`src/rtl/booth_pkg.sv`:
```
// Shared definitions for the radix-2 Booth multiplier datapath.
`default_nettype none

package booth_pkg;

  localparam int K_DEFAULT = 8;

  typedef enum logic [1:0] {
    ST_IDLE  = 2'd0,
    ST_ADD   = 2'd1,
    ST_SHIFT = 2'd2,
    ST_DONE  = 2'd3
  } state_t;

endpackage

`default_nettype wire

```
`src/rtl/parallel_adder.sv`:
```
// K-bit add/subtract stage: out = y + x when c3=0, y - x when c3=1.
`default_nettype none

module parallel_adder #(
  parameter int K = 8
) (
  input  logic [K-1:0] x,
  input  logic [K-1:0] y,
  input  logic         c3,
  output logic [K-1:0] out
);

  // Two's-complement subtract: invert x and inject c3 as the carry-in.
  assign out = y + (x ^ {K{c3}}) + {{(K-1){1'b0}}, c3};

endmodule

`default_nettype wire

```
`src/rtl/booth_radix2_seq.sv`:
```
// Sequential radix-2 Booth signed multiplier (A/Q/Q-1/M registers, counter, FSM).
// Optional BOOTH_SKIP_EN: bypass the ADD cycle when the Booth pair is 00 or 11.
`default_nettype none

module booth_radix2_seq
  import booth_pkg::*;
#(
  parameter int K     = K_DEFAULT,
  parameter int CNT_W = 4
) (
  input  logic           clk,
  input  logic           rst_b,
  input  logic           start,
  input  logic [K-1:0]   x,
  input  logic [K-1:0]   y,
  output logic           busy,
  output logic           done,
  output logic [2*K-1:0] product
);

  localparam logic [CNT_W-1:0] CNT_LAST = CNT_W'(K - 1);
  localparam logic [CNT_W-1:0] CNT_ONE  = CNT_W'(1);

  state_t           state;
  logic [K-1:0]     a;
  logic [K-1:0]     q;
  logic [K-1:0]     m;
  logic             q_1;
  logic             sgn;
  logic [CNT_W-1:0] cnt;

  logic [1:0]   pair;
  logic         sub_op;
  logic         do_op;
  logic [K-1:0] sum;
  logic         mx_msb;
  logic         ovf;
  logic [K-1:0] a_sh;
  logic [K-1:0] q_sh;

  assign pair   = {q[0], q_1};
  assign sub_op = (pair == 2'b10);
  assign do_op  = (pair == 2'b10) || (pair == 2'b01);

  parallel_adder #(.K(K)) u_adder (
    .x  (m),
    .y  (a),
    .c3 (sub_op),
    .out(sum)
  );

  // True sign of A+/-M survives the K-bit overflow (e.g. M = -2^(K-1)).
  assign mx_msb = m[K-1] ^ sub_op;
  assign ovf    = (a[K-1] == mx_msb) && (sum[K-1] != a[K-1]);

  assign a_sh = {sgn, a[K-1:1]};
  assign q_sh = {a[0], q[K-1:1]};

  always_ff @(posedge clk or negedge rst_b) begin
    if (!rst_b) begin
      state   <= ST_IDLE;
      a       <= '0;
      q       <= '0;
      m       <= '0;
      q_1     <= 1'b0;
      sgn     <= 1'b0;
      cnt     <= '0;
      busy    <= 1'b0;
      done    <= 1'b0;
      product <= '0;
    end else begin
      done <= 1'b0;
      case (state)
        ST_IDLE: begin
          if (start) begin
            m    <= x;
            q    <= y;
            a    <= '0;
            q_1  <= 1'b0;
            sgn  <= 1'b0;
            cnt  <= '0;
            busy <= 1'b1;
`ifdef BOOTH_SKIP_EN
            state <= y[0] ? ST_ADD : ST_SHIFT;
`else
            state <= ST_ADD;
`endif
          end
        end
        ST_ADD: begin
          if (do_op) begin
            a   <= sum;
            sgn <= sum[K-1] ^ ovf;
          end else begin
            sgn <= a[K-1];
          end
          state <= ST_SHIFT;
        end
        ST_SHIFT: begin
          a   <= a_sh;
          q   <= q_sh;
          q_1 <= q[0];
          cnt <= cnt + CNT_ONE;
          if (cnt == CNT_LAST) begin
            state   <= ST_DONE;
            done    <= 1'b1;
            product <= {a_sh, q_sh};
          end else begin
`ifdef BOOTH_SKIP_EN
            // Next pair is {q[1], q[0]}; sgn already equals the shifted-in MSB.
            state <= (q[1] == q[0]) ? ST_SHIFT : ST_ADD;
`else
            state <= ST_ADD;
`endif
          end
        end
        ST_DONE: begin
          busy  <= 1'b0;
          state <= ST_IDLE;
        end
        default: state <= ST_IDLE;
      endcase
    end
  end

endmodule

`default_nettype wire
```
`config.mk`:
```
export PLATFORM = sky130hd
export DESIGN_NAME = booth_radix2_seq
export DESIGN_NICKNAME = d
export VERILOG_FILES = /design/src/rtl/booth_pkg.sv /design/src/rtl/parallel_adder.sv /design/src/rtl/booth_radix2_seq.sv
export SDC_FILE = /design/constraint.sdc
export NUM_CORES = 1
export LEC_CHECK = 0
export CORE_MARGIN = 2
export CORE_UTILIZATION = 49
export CTS_CLUSTER_SIZE = 16
export DETAILED_ROUTE_END_ITERATION = 10
export PLACE_DENSITY = 0.81
export SLEW_MARGIN = 20
export SYNTH_ARGS = -nofsm -noshare
export SYNTH_HDL_FRONTEND = slang
export SYNTH_SLANG_ARGS = --single-unit
```
`constraint.sdc`:
```
create_clock -name clk -period 2.2 [get_ports clk]
set_input_delay 0.33 -clock clk [delete_from_list [all_inputs] [get_ports clk]]
set_output_delay 0.33 -clock clk [all_outputs]
set_load 0.03 [all_outputs]
```
==> impl_metrics.toml, run 1 <==
[clock_network]
ctsLongestPathBuffers = 2
cts_root_buf = "clkbuf_8"
cts_buffers = 5
clock_sinks = 50
htree_levels = 2
cts_tree = "built"
clock_latency_ns = 0.31
cts.reportedPaths.clkPinSlew_ns = 0.09

[yosys]
ys_types = 39
netlist_instances = 258
synth_seq_cells = 50
yosys_warnings = 0
synthXorXnorAreaFrac_pct = 3.47
avgSynthCellArea_um2 = 9.79
synth_compound_area_share_pct = 13.7
synthAdderAreaFrac_pct = 7.19
synth_mux_area_share_pct = 8.13
synth_top_family_by_area = "simple AND/OR/NAND/NOR gates"
yosysSeqAreaShare_pct = 49.6
synthSimpleGateAreaFrac_pct = 14.8
netlist_area_um2 = 2520
syn-num-nets = 290

[power]
p_per_area_nw_per_um2 = 1500
p_leak_uw = 0.00150
ir_drop_mv = 0.860

[timing]
slew_headroom_pct = 58.8
setup-violations-final = 3
fin_crit_sh_pct = 109
min_period_ns = 2.40
slew_viol_final = 0
grt_setup_unrepaired = "yes"
hold_viol_final = 0
skew_ns = 0.00815
max_clock_freq_ghz = 0.417
setup_slack_ns = -0.198
tightest_slew_ns = 0.618
holdWs_ns = 0.114

[cells_and_area]
layout_common_cells = "67 x nand2_1, 50 x dfrtp_1, 35 x clkdlybuf4s50_1"
drive_gt1_share_pct = 17.7
final_nets = 347
areaGrowthSynthToFinish_pct = 30.6
final_common_cell = "nand2_1"
seqCellArea_um2 = 1250
n_antenna_cell = 0
fin_area_um2 = 3300
fillerInstances = 407
multi_input_area_um2 = 1270

[route]
drc_errors = 0
ant_nets = 0
wire_per_inst_um = 14.0
first_iter_violations = 108
vias_per_cell = 5.17
drt-total-wl_um = 5390
dr.pass1.iters = 4
vias = 1995

[global_route]
first_global_vias = 1963
globalRouteOverflowTotal = 0
antenna_found_initial = 0
grt_start_max_net_pins = 51
grt_first_pass_wirelength_um = 8970
grt_usage_pct = 21.0

[placed_design]
hpwlAfterDp_um = 3730
port-buffer-count = 36
dp_slack_ns = -0.219
gp_congestion = 0.908
postPlaceCellArea_um2 = 3060

[critical_path]
cp.required_ns = 2.45
arrival_ns = 2.65
critPathKind = "flop to flop"
critPathMaxFanout = 7
start_kind = "flop"
crit_path_end_kind = "flop"

[run_status]
violations = "negative setup slack"
status = "finished, violations left"

[floorplan]
ioPinCount = 37
die_y_um = 75.8
dieWidth_um = 75.8
core_area_um2 = 5040
start_util_pct = 50.1
num_rows = 26
die_area_um2 = 5740

[job]
cap_violations = 0

[hold_path]
hold_class = "input pin to async pin"
[layout make-up]
type	count	share of cell area, %
Sequential cell	50	38.0
Timing Repair Buffer	60	16.5
Inverter	9	1.02
Clock buffer	6	2.20
Tap cell	70	2.66
Multi-Input combinational cell	189	38.6
Clock inverter	2	1.14
[final timing paths]
path	from	to	slack, ns	cells after the start
min reg2reg	product[12]	product[12]	0.48	2
max	q[0]	sgn	-0.20	9
max in group asynchronous	rst_b	a[3]	1.66	2
max reg2reg	q[0]	sgn	-0.20	9
min	rst_b	q[1]	0.11	2
min in group clk	product[12]	product[12]	0.48	2
[power breakdown]
group | internal (µW) | switching (µW)
sequential | 1200 | 270
clock | 339 | 305
combinational | 1410 | 1420
total | 2950 | 2000
[synth_stat cells]
cell | n | area, µm²
a211o_1 | 1 | 8.76
a211oi_1 | 1 | 7.51
a21o_1 | 1 | 7.51
a21oi_1 | 9 | 45.0
a21oi_2 | 1 | 8.76
a221o_1 | 1 | 10.0
a22o_1 | 2 | 17.5
a22oi_1 | 2 | 15.0
a31oi_1 | 2 | 12.5
a32o_1 | 3 | 30.0
and3_1 | 1 | 6.26
buf_1 | 1 | 3.75
buf_6 | 1 | 11.3
clkbuf_1 | 8 | 30.0
dfrtp_1 | 50 | 1250
fa_1 | 1 | 20.0
ha_1 | 12 | 150
inv_1 | 9 | 33.8
maj3_2 | 1 | 11.3
mux2_2 | 9 | 101
mux2i_1 | 9 | 90.1
mux2i_2 | 1 | 13.8
nand2_1 | 67 | 251
nand2b_1 | 1 | 6.26
nand3_1 | 5 | 25.0
nand4_1 | 1 | 6.26
nand4b_1 | 1 | 8.76
nor2_1 | 8 | 30.0
nor2b_1 | 2 | 12.5
nor3_1 | 4 | 20.0
o211ai_1 | 1 | 7.51
o21a_1 | 5 | 37.5
o21ai_0 | 22 | 110
o22ai_1 | 2 | 12.5
o31a_1 | 1 | 8.76
o31ai_1 | 1 | 7.51
or4_1 | 1 | 7.51
xnor2_1 | 2 | 17.5
xor2_1 | 8 | 70.1
[registers in the layout, summed over array words and instances, names as in the netlist]
name and cells:
product 16, a 8, m 8, q 8, cnt 4, state 2, busy 1, done 1
q_1 1, sgn 1
[cells by family after synthesis]
| family | Yosys count |
|---|---|
| mux | 19 |
| compound gates | 55 |
| flops | 50 |
| buf+inv | 19 |
| fa+ha+maj | 14 |
| simple gates | 91 |
| xor+xnor | 10 |
[worst max-delay path, stage by stage (launching register included)]
cell	delay [ns]
dfrtp_1	0.43
ha_4	0.21
buf_4	0.14
xor2_2	0.14
ha_1	0.32
and3_1	0.19
a221o_1	0.33
buf_4	0.15
maj3_2	0.32
a21oi_2	0.11
[metrics by stage]
step                util, %  cells  TNS [ns]  total power, µW
floorplan                 -    258    -0.215             3140
global placement       60.7    371    -0.283             3860
detailed placement     60.7    371    -0.587             3960
CTS                    63.6    381    -0.261             4710
global route           65.4    386    -0.958             5330
finish                 65.4    386    -0.485             4950
[routing by layer]
metal | track usage [%] | routed length [µm] | vias to the layer above
met5 | 0 | 0 | -
met4 | 7.02 | 56 | 0
met3 | 5.56 | 242 | 6
met2 | 34.6 | 2630 | 47
met1 | 26.9 | 2460 | 946
li1 | - | - | 996
[what timing repair did]
action	in CTS	in global routing
hold buffers	0	0
pin swaps	2	12
buffers inserted	2	5
cloned	0	0
resized for setup	3	11
setup endpoints to repair	5	5
No activity file was read; power rests on OpenSTA's default activity.
==> inputs of run 2 (changes only) <==
RECOVER_POWER = 50   (was unset)
TNS_END_PERCENT = 30   (was unset)
==> impl_metrics.toml, run 2 (same netlist as run 1, synthesis figures left out) <==
[run_status]
status = "finished, violations left"
violations = "max-capacitance violations, max-slew violations, negative setup slack"

[timing]
min_period_ns = 2.38
skew_ns = 0.00701
grt_setup_unrepaired = "yes"
slew_viol_final = 32
setup_slack_ns = -0.177
hold_viol_final = 0
setup-violations-final = 3
tightest_slew_ns = 1.65
max_clock_freq_ghz = 0.421
slew_headroom_pct = -10.0
fin_crit_sh_pct = 108

[placed_design]
gp_congestion = 0.889
port-buffer-count = 36
hpwlAfterDp_um = 3930
dp_slack_ns = -0.256

[global_route]
grt_start_max_net_pins = 32
antenna_found_initial = 0
globalRouteOverflowTotal = 0
first_global_vias = 1915
grt_usage_pct = 21.0
grt_first_pass_wirelength_um = 8980

[route]
dr.pass1.iters = 5
first_iter_violations = 153
drt-total-wl_um = 5390
ant_nets = 0
drc_errors = 0
vias = 2009
wire_per_inst_um = 14.0
vias_per_cell = 5.22

[clock_network]
cts_tree = "built"
htree_levels = 2
clock_sinks = 50
cts.reportedPaths.clkPinSlew_ns = 0.09
cts_buffers = 5
clock_latency_ns = 0.31
cts_root_buf = "clkbuf_8"
ctsLongestPathBuffers = 2

[critical_path]
arrival_ns = 2.58
cp.required_ns = 2.41
max_stage_delay_ns = 0.40
critPathSlowestCell = "dfrtp_1"
start_kind = "flop"
cp_common_cell = "o21a_1"
crit_path_end_kind = "flop"
critPathKind = "flop to flop"
crit_chain = "inv_2 > ha_4 > xor2_2 > ha_4 > nor2b_1 > o21a_1 > o21a_1 > o21a_1 > o21a_1 > o31ai_1"
critPathMaxFanout = 8
path_delay_family = "compound AO/OA/AOI/OAI gates"
cp.buffers_inverters = 1

[cells_and_area]
final_common_cell = "nand2_1"
largest_reg_flops = 16
final_core_util_pct = 65.6
final_nets = 346
layout_common_cells = "67 x nand2_1, 50 x dfrtp_1, 35 x clkdlybuf4s50_1"
drive_gt1_share_pct = 16.2
areaGrowthSynthToFinish_pct = 30.9
n_antenna_cell = 0
top_register = "product"

[floorplan]
die_y_um = 75.8
die_area_um2 = 5740
dieWidth_um = 75.8
ioPinCount = 37
num_rows = 26
core_area_um2 = 5040
start_util_pct = 50.1

[power]
ir_drop_mv = 0.949
p_per_area_nw_per_um2 = 1520
p_leak_uw = 0.00147

[job]
cap_violations = 1

[hold_path]
hold_class = "input pin to async pin"
run 2: changes by cell type in the layout (fill, tap and decap cells not counted), sizes merged:
cell / before / now
clkbuf: 6 / 11
buf: 25 / 19
run 2: power breakdown:
part / switching [µW] / internal, µW / total (µW)
clock network: 305 / 339 / 644
logic: 1440 / 1440 / 2880
registers: 282 / 1200 / 1490
total: 2030 / 2990 / 5020
run 2: worst paths after layout:
path | endpoint | from | cells past startpoint | slack (ns)
worst max-delay path | a[6] | q_1 | 10 | -0.18
worst min-delay path | cnt[2] | rst_b | 1 | 0.43
worst max register to register | a[6] | q_1 | 10 | -0.18
worst min register to register | product[11] | product[11] | 2 | 0.48
max in group asynchronous | busy | rst_b | 2 | 0.58
min in group clk | product[11] | product[11] | 2 | 0.48
run 2: final cells by class:
cell class / instances / area (µm²)
fill: 420 / 1740
clock buffer: 6 / 72.6
clock inverter: 2 / 37.5
timing repair buffer: 59 / 515
inverter: 9 / 33.8
sequential: 50 / 1250
multi-input combinational: 189 / 1310
tap: 70 / 87.6
run 2: layer usage:
layer	global-route usage (%)	part of all wire, %	up-vias
met5	0	0	-
met4	8.58	1.2	0
met3	4.76	4.7	6
met2	32.4	48	50
met1	28.8	46	957
li1	-	-	996
run 2: through the flow:
| step | setup TNS (ns) | cells | total power [µW] | instance area (µm²) | hold slack (ns) |
|---|---|---|---|---|---|
| floorplan | -0.240 | 258 | 3140 | 2540 | 0.0344 |
| global placement | -0.373 | 373 | 3890 | 3080 | 0.417 |
| detailed placement | -0.737 | 373 | 4000 | 3080 | 0.418 |
| CTS | -0.388 | 382 | 4700 | 3210 | 0.0804 |
| global route | -0.963 | 385 | 5410 | 3310 | 0.497 |
| finish | -0.502 | 385 | 5020 | 3310 | 0.434 |
run 2: what timing repair did:
action | in CTS | in global routing
pin swaps | 6 | 10
gates resized for setup | 3 | 11
buffers inserted | 1 | 3
hold buffers | 0 | 0
setup endpoints to repair | 6 | 6
hold endpoints to repair | 0 | 0
==> edit 1, RTL diff (flow settings as in run 1) <==
The option `BOOTH_SKIP_EN` is turned on by a define.
--- a/src/rtl/booth_radix2_seq.sv
+++ b/src/rtl/booth_radix2_seq.sv
@@ -1,6 +1,8 @@
 // Sequential radix-2 Booth signed multiplier (A/Q/Q-1/M registers, counter, FSM).
 // Optional BOOTH_SKIP_EN: bypass the ADD cycle when the Booth pair is 00 or 11.
 `default_nettype none
+
+`define BOOTH_SKIP_EN
 
 module booth_radix2_seq
   import booth_pkg::*;
Formal check against the unedited RTL: not equivalent (a bounded check fails within 10 cycles, from zero or initial values and one cycle with rst_b low).
==> edit 1 against run 1 <==
  * The flow still finishes with violations (setup timing)
  * Count of clock-buffer cells in the layout unchanged
  * Non-clock buffer count increased by 2
  * Core utilization increased by 1.1 points
  * Clock skew decreased by 0.0017 ns
  * Synthesized cell count decreased by 6.2%
  * Design area increased by 3.7%
  * Power increased by 12%
  * Synthesized area increased by 3.5%
  * Sequential cell count unchanged
  * Worst setup slack improved by 0.047 ns
  * Sequential power increased by 4%
  * Wire length increased by 11%
  * Via count increased by 3.9%
  * Largest power group unchanged
==> edit 1: results (changes against run 1) <==
post-route insts no fill=371 (was 386); DR WL/cell=16.2 um (was 14.0 um); share of post-route cells with drive strength above 1=24.3% (was 17.7%); Sw Share=41.0% (was 40.4%); bufs w/o clock=62 (was 60); TNS Setup=-0.365 ns (was -0.485 ns); pin count of the biggest net entering global routing=31 (was 51); register area share after synthesis=47.9% (was 49.6%); Compound-Gate Fraction of Synth Area=18.5% (was 13.7%); Syn Nets=274 (was 290); Worst Hold Class=reg2reg (was in2async); CP Max Fanout=8 (was 7); Multi-In Gates=170 (was 189); Non-clock buffers, area share=16.9% (was 16.5%); top cells by count, synth=50 x dfrtp_1, 22 x mux2_2, 20 x nand2_1 (was 67 x nand2_1, 50 x dfrtp_1, 22 x o21ai_0); filler cell count=397 (was 407); vias in the first global route=2014 (was 1963); final worst slack=-0.151 ns (was -0.198 ns); initial antenna violation count=0 (unchanged); synth warn=0 (unchanged); wire length on met3=324 um (was 242 um); met1 GRT Util=27.9% (was 26.9%); global routing usage on met2=34.1% (was 34.6%); overall routing resource usage=20.7% (was 21.0%); first-pass GRT wire length=9850 um (was 8970 um); adder-cell share of the synthesized area=6.89% (was 7.19%); Worst path slowest cell=dfrtp_1 (unchanged); DR WL met2=2940 um (was 2630 um); clock latency on the worst-skew pair=0.31 ns (about the same); Avg Cell Area, Syn=10.8 um2 (was 9.79 um2); Clock Skews=0.00641 ns (was 0.00815 ns); via count=2073 (was 1995); final net count=332 (was 347); Max-slew headroom=50.4% (was 58.8%); post-synthesis mux area share=10.8% (was 8.13%); clk tree area frac=4.17% (was 3.34%); ys async rst share=100% (unchanged); WP data arrival=2.54 ns (was 2.65 ns); initial DRC count=177 (was 108); status=finished, violations left (unchanged); post-layout util=66.5% (was 65.4%); Synth area leaders=dfrtp_1 48%, mux2_2 9.5%, ha_1 5.7% (was dfrtp_1 50%, nand2_1 10%, ha_1 5.9%); placed cell areas=3180 um2 (was 3060 um2); VDD IR-drop max=767 uV (was 860 uV); # setup viols final=5 (was 3); Post-Synth XOR/XNOR Area=3.69% (was 3.47%); met1 wire length=2610 um (was 2460 um); H-tree depth=2 (unchanged); GPL Wtd Cong=0.851 (was 0.908); met3 Use GR=3.65% (was 5.56%); DP Cell Count=357 (was 371); Non-clk invs=11 (was 9); Pleak=1.48 nW (was 1.50 nW); failing checks=setup timing (unchanged); Max stage delay on crit path=0.40 ns (was 0.43 ns); Distinct cells, synth=43 (was 39); Seq Cell Count=50 (unchanged); placed wire-length estimate=3990 um (was 3730 um); Hold Vio Cnt, Final=0 (unchanged); multi-input logic portion of the cell area=38.5% (was 38.6%)
## edit 1: power groups by stage
stage | Sequential [mW] | Clock (mW) | Combinational (mW)
final | 1.53 | 0.806 | 3.19
after detailed placement | 1.52 | 0 | 2.85
after floorplan | 1.57 | 0 | 1.94
after CTS | 1.52 | 0.806 | 3.02
after global placement | 1.51 | 0 | 2.77
after global routing | 1.58 | 0.838 | 3.44
## edit 1: timing repair
action	4_1_cts	5_1_grt
cloned	0	0
hold endpoints to repair	13	0
hold buffers	1	0
setup buffers	3	2
setup endpoints to repair	5	5
pin swaps	1	0
resized for setup	6	4
## edit 1: path summary, 6_finish.rpt
check                                  from          end  slack, ns  depth (start not counted)
worst max register to register          q_1         a[7]      -0.15                          9
worst min-delay path            product[14]  product[14]       0.49                          2
min in group asynchronous             rst_b         m[3]       0.51                          2
worst min register to register  product[14]  product[14]       0.49                          2
worst max-delay path                    q_1         a[7]      -0.15                          9
max in group asynchronous             rst_b       cnt[3]       1.16                          3
==> edit 2, RTL diff (flow settings as in run 1) <==
Without the edit above. Put one more register stage on the output `product`. The value now appears one clock later. The other outputs are not delayed to match.
--- a/src/rtl/booth_radix2_seq.sv
+++ b/src/rtl/booth_radix2_seq.sv
@@ -20,6 +20,8 @@
 
   localparam logic [CNT_W-1:0] CNT_LAST = CNT_W'(K - 1);
   localparam logic [CNT_W-1:0] CNT_ONE  = CNT_W'(1);
+
+  logic [2*K-1:0] product_s0;
 
   state_t           state;
   logic [K-1:0]     a;
@@ -67,7 +69,7 @@
       cnt     <= '0;
       busy    <= 1'b0;
       done    <= 1'b0;
-      product <= '0;
+      product_s0 <= '0;
     end else begin
       done <= 1'b0;
       case (state)
@@ -104,7 +106,7 @@
           if (cnt == CNT_LAST) begin
             state   <= ST_DONE;
             done    <= 1'b1;
-            product <= {a_sh, q_sh};
+            product_s0 <= {a_sh, q_sh};
           end else begin
 `ifdef BOOTH_SKIP_EN
             // Next pair is {q[1], q[0]}; sgn already equals the shifted-in MSB.
@@ -123,6 +125,10 @@
     end
   end
 
+  always_ff @(posedge clk) begin
+    product <= product_s0;
+  end
+
 endmodule
 
 `default_nettype wire
Behaviour: no difference found for any inputs over 10 cycles, from zero or initial values and one cycle with rst_b low; that may be too few to reach the edited logic, so the function may still have changed.
==> edit 2 against run 1 <==
  * The run still ends with setup timing left
  * Wire length up 4.0%
  * Sequential power up 21%
  * Design area rose by 12%
  * Synthesized area grew 14%
  * Power rose by 13%
  * Sequential cell count increased by 16
  * Global-route usage shrank 1.3 points
  * Worst setup slack improved by 0.0060 ns
  * Critical path type unchanged
==> edit 2: results (changes against run 1) <==
register area share after synthesis=54.6% (was 49.6%); Pleak=1.67 nW (was 1.50 nW); GPL Wtd Cong=0.838 (was 0.908); Worst Hold Class=reg2reg (was in2async); final net count=367 (was 347); # setup viols final=5 (was 3); pin count of the biggest net entering global routing=22 (was 51); adder-cell share of the synthesized area=6.30% (was 7.19%); Vias/cell=5.15 (was 5.17); final worst slack=-0.192 ns (was -0.198 ns); Synth area leaders=dfrtp_1 43%, dfxtp_1 11%, nand2_1 8.6% (was dfrtp_1 50%, nand2_1 10%, ha_1 5.9%); H-tree depth=3 (was 2); overall routing resource usage=19.7% (was 21.0%); Distinct cells, synth=41 (was 39); TritonCTS buffer count=9 (was 5); WP data arrival=2.61 ns (was 2.65 ns); placed wire-length estimate=3870 um (was 3730 um); clock latency on the worst-skew pair=0.35 ns (was 0.31 ns); share of post-route cells with drive strength above 1=18.2% (was 17.7%); Yosys top cell area share=43.5% (was 49.6%); FF-to-FF path depth=11 (was 9); Worst Setup Path Type=reg2reg (unchanged); DP Cell Count=391 (was 371); Compound-Gate Fraction of Synth Area=13.0% (was 13.7%); Worst Setup EP=a[7] (was sgn); vias in the first global route=2048 (was 1963); met1 GRT Util=25.6% (was 26.9%); Max stage delay on crit path=0.38 ns (was 0.43 ns); Least-Margin Pin Slew=0.573 ns (was 0.618 ns); post-synthesis mux area share=7.13% (was 8.13%); status=finished, violations left (unchanged); Avg Cell Area, Syn=10.5 um2 (was 9.79 um2); family with the most delay on the worst path=compound AO/OA/AOI/OAI gates (was adder cells); ys async rst share=75.8% (was 100%); TNS Setup=-0.467 ns (was -0.485 ns); Clock Skews=0.0101 ns (was 0.00815 ns); VDD IR-drop max=929 uV (was 860 uV); via count=2123 (was 1995); R2R Path Start=q_1 (was q[0]); initial DRC count=103 (was 108); DR WL/cell=13.6 um (was 14.0 um); failing checks=setup timing (unchanged); top cells by count, synth=66 x nand2_1, 50 x dfrtp_1, 22 x o21ai_0 (was 67 x nand2_1, 50 x dfrtp_1, 22 x o21ai_0); first-pass GRT wire length=9610 um (was 8970 um)
-- edit 2: timing repair --
item | 4_1_cts | 5_1_grt
pin swaps | 4 | 1
gates resized for setup | 4 | 4
setup buffers | 2 | 2
setup endpoints to repair | 6 | 6
hold buffers | 1 | 0
hold endpoints to repair | 18 | 0
-- edit 2: cells by family (layout without fill, tap and decap cells) --
family | after synthesis | in the layout
compound gates | 55 | 55
xor+xnor | 10 | 10
flops | 66 | 66
fa+ha+maj | 14 | 14
mux | 19 | 19
buf+inv | 20 | 85
simple gates | 91 | 91
-- edit 2: worst min path at each step --
stage                        start          end  slack [ns]
finish              product_s0[12]  product[12]        0.37
global route         product_s0[4]   product[4]        0.38
CTS                 product_s0[11]  product[11]        0.37
detailed placement           rst_b       cnt[0]        0.30
global placement             rst_b       cnt[1]        0.29
floorplan                    rst_b         a[0]        0.03
-- edit 2: worst reg2reg max path: cells and delay by family, from the launching register on --
| family | cells | cell delay [ns] |
|---|---|---|
| AOI/OAI and AO/OA | 4 | 0.69 |
| xor gates and xnor gates | 2 | 0.32 |
| adders and majority gates | 2 | 0.41 |
| buffers and inverters | 2 | 0.21 |
| DFF | 1 | 0.38 |
| muxes | 1 | 0.26 |
-- edit 2: power by group --
| part | total, mW | switching (mW) | internal (mW) |
|---|---|---|---|
| registers | 1.78 | 0.266 | 1.51 |
| logic | 2.76 | 1.42 | 1.34 |
| clock network | 1.05 | 0.472 | 0.579 |
| total | 5.59 | 2.16 | 3.43 |
-- edit 2: per-layer routing --
layer | share of wire, % | wire, um
met5 | 0 | 0
met4 | 2.4 | 135
met3 | 4.7 | 264
met2 | 46 | 2560
met1 | 47 | 2640
-- edit 2: cell type report --
cell class | count | area, um2
multi-input combinational | 189 | 1260
clock inverter | 4 | 28.8
fill | 429 | 1870
clock buffer | 12 | 188
timing repair buffer | 59 | 531
sequential | 66 | 1570
tap | 72 | 90.1
inverter | 10 | 37.5
-- edit 2: through the flow --
| stage | worst slack (ns) | utilization [%] | hold WS [ns] | power [mW] | area, um2 |
|---|---|---|---|---|---|
| after floorplan | -0.0556 | - | 0.0344 | 3.53 | 2880 |
| after global placement | -0.0797 | 61.3 | 0.295 | 4.26 | 3420 |
| after detailed placement | -0.198 | 61.3 | 0.302 | 4.32 | 3420 |
| after CTS | -0.142 | 66.0 | 0.370 | 5.50 | 3680 |
| after global routing | -0.234 | 66.4 | 0.375 | 6.00 | 3700 |
| final | -0.192 | 66.4 | 0.370 | 5.59 | 3700 |
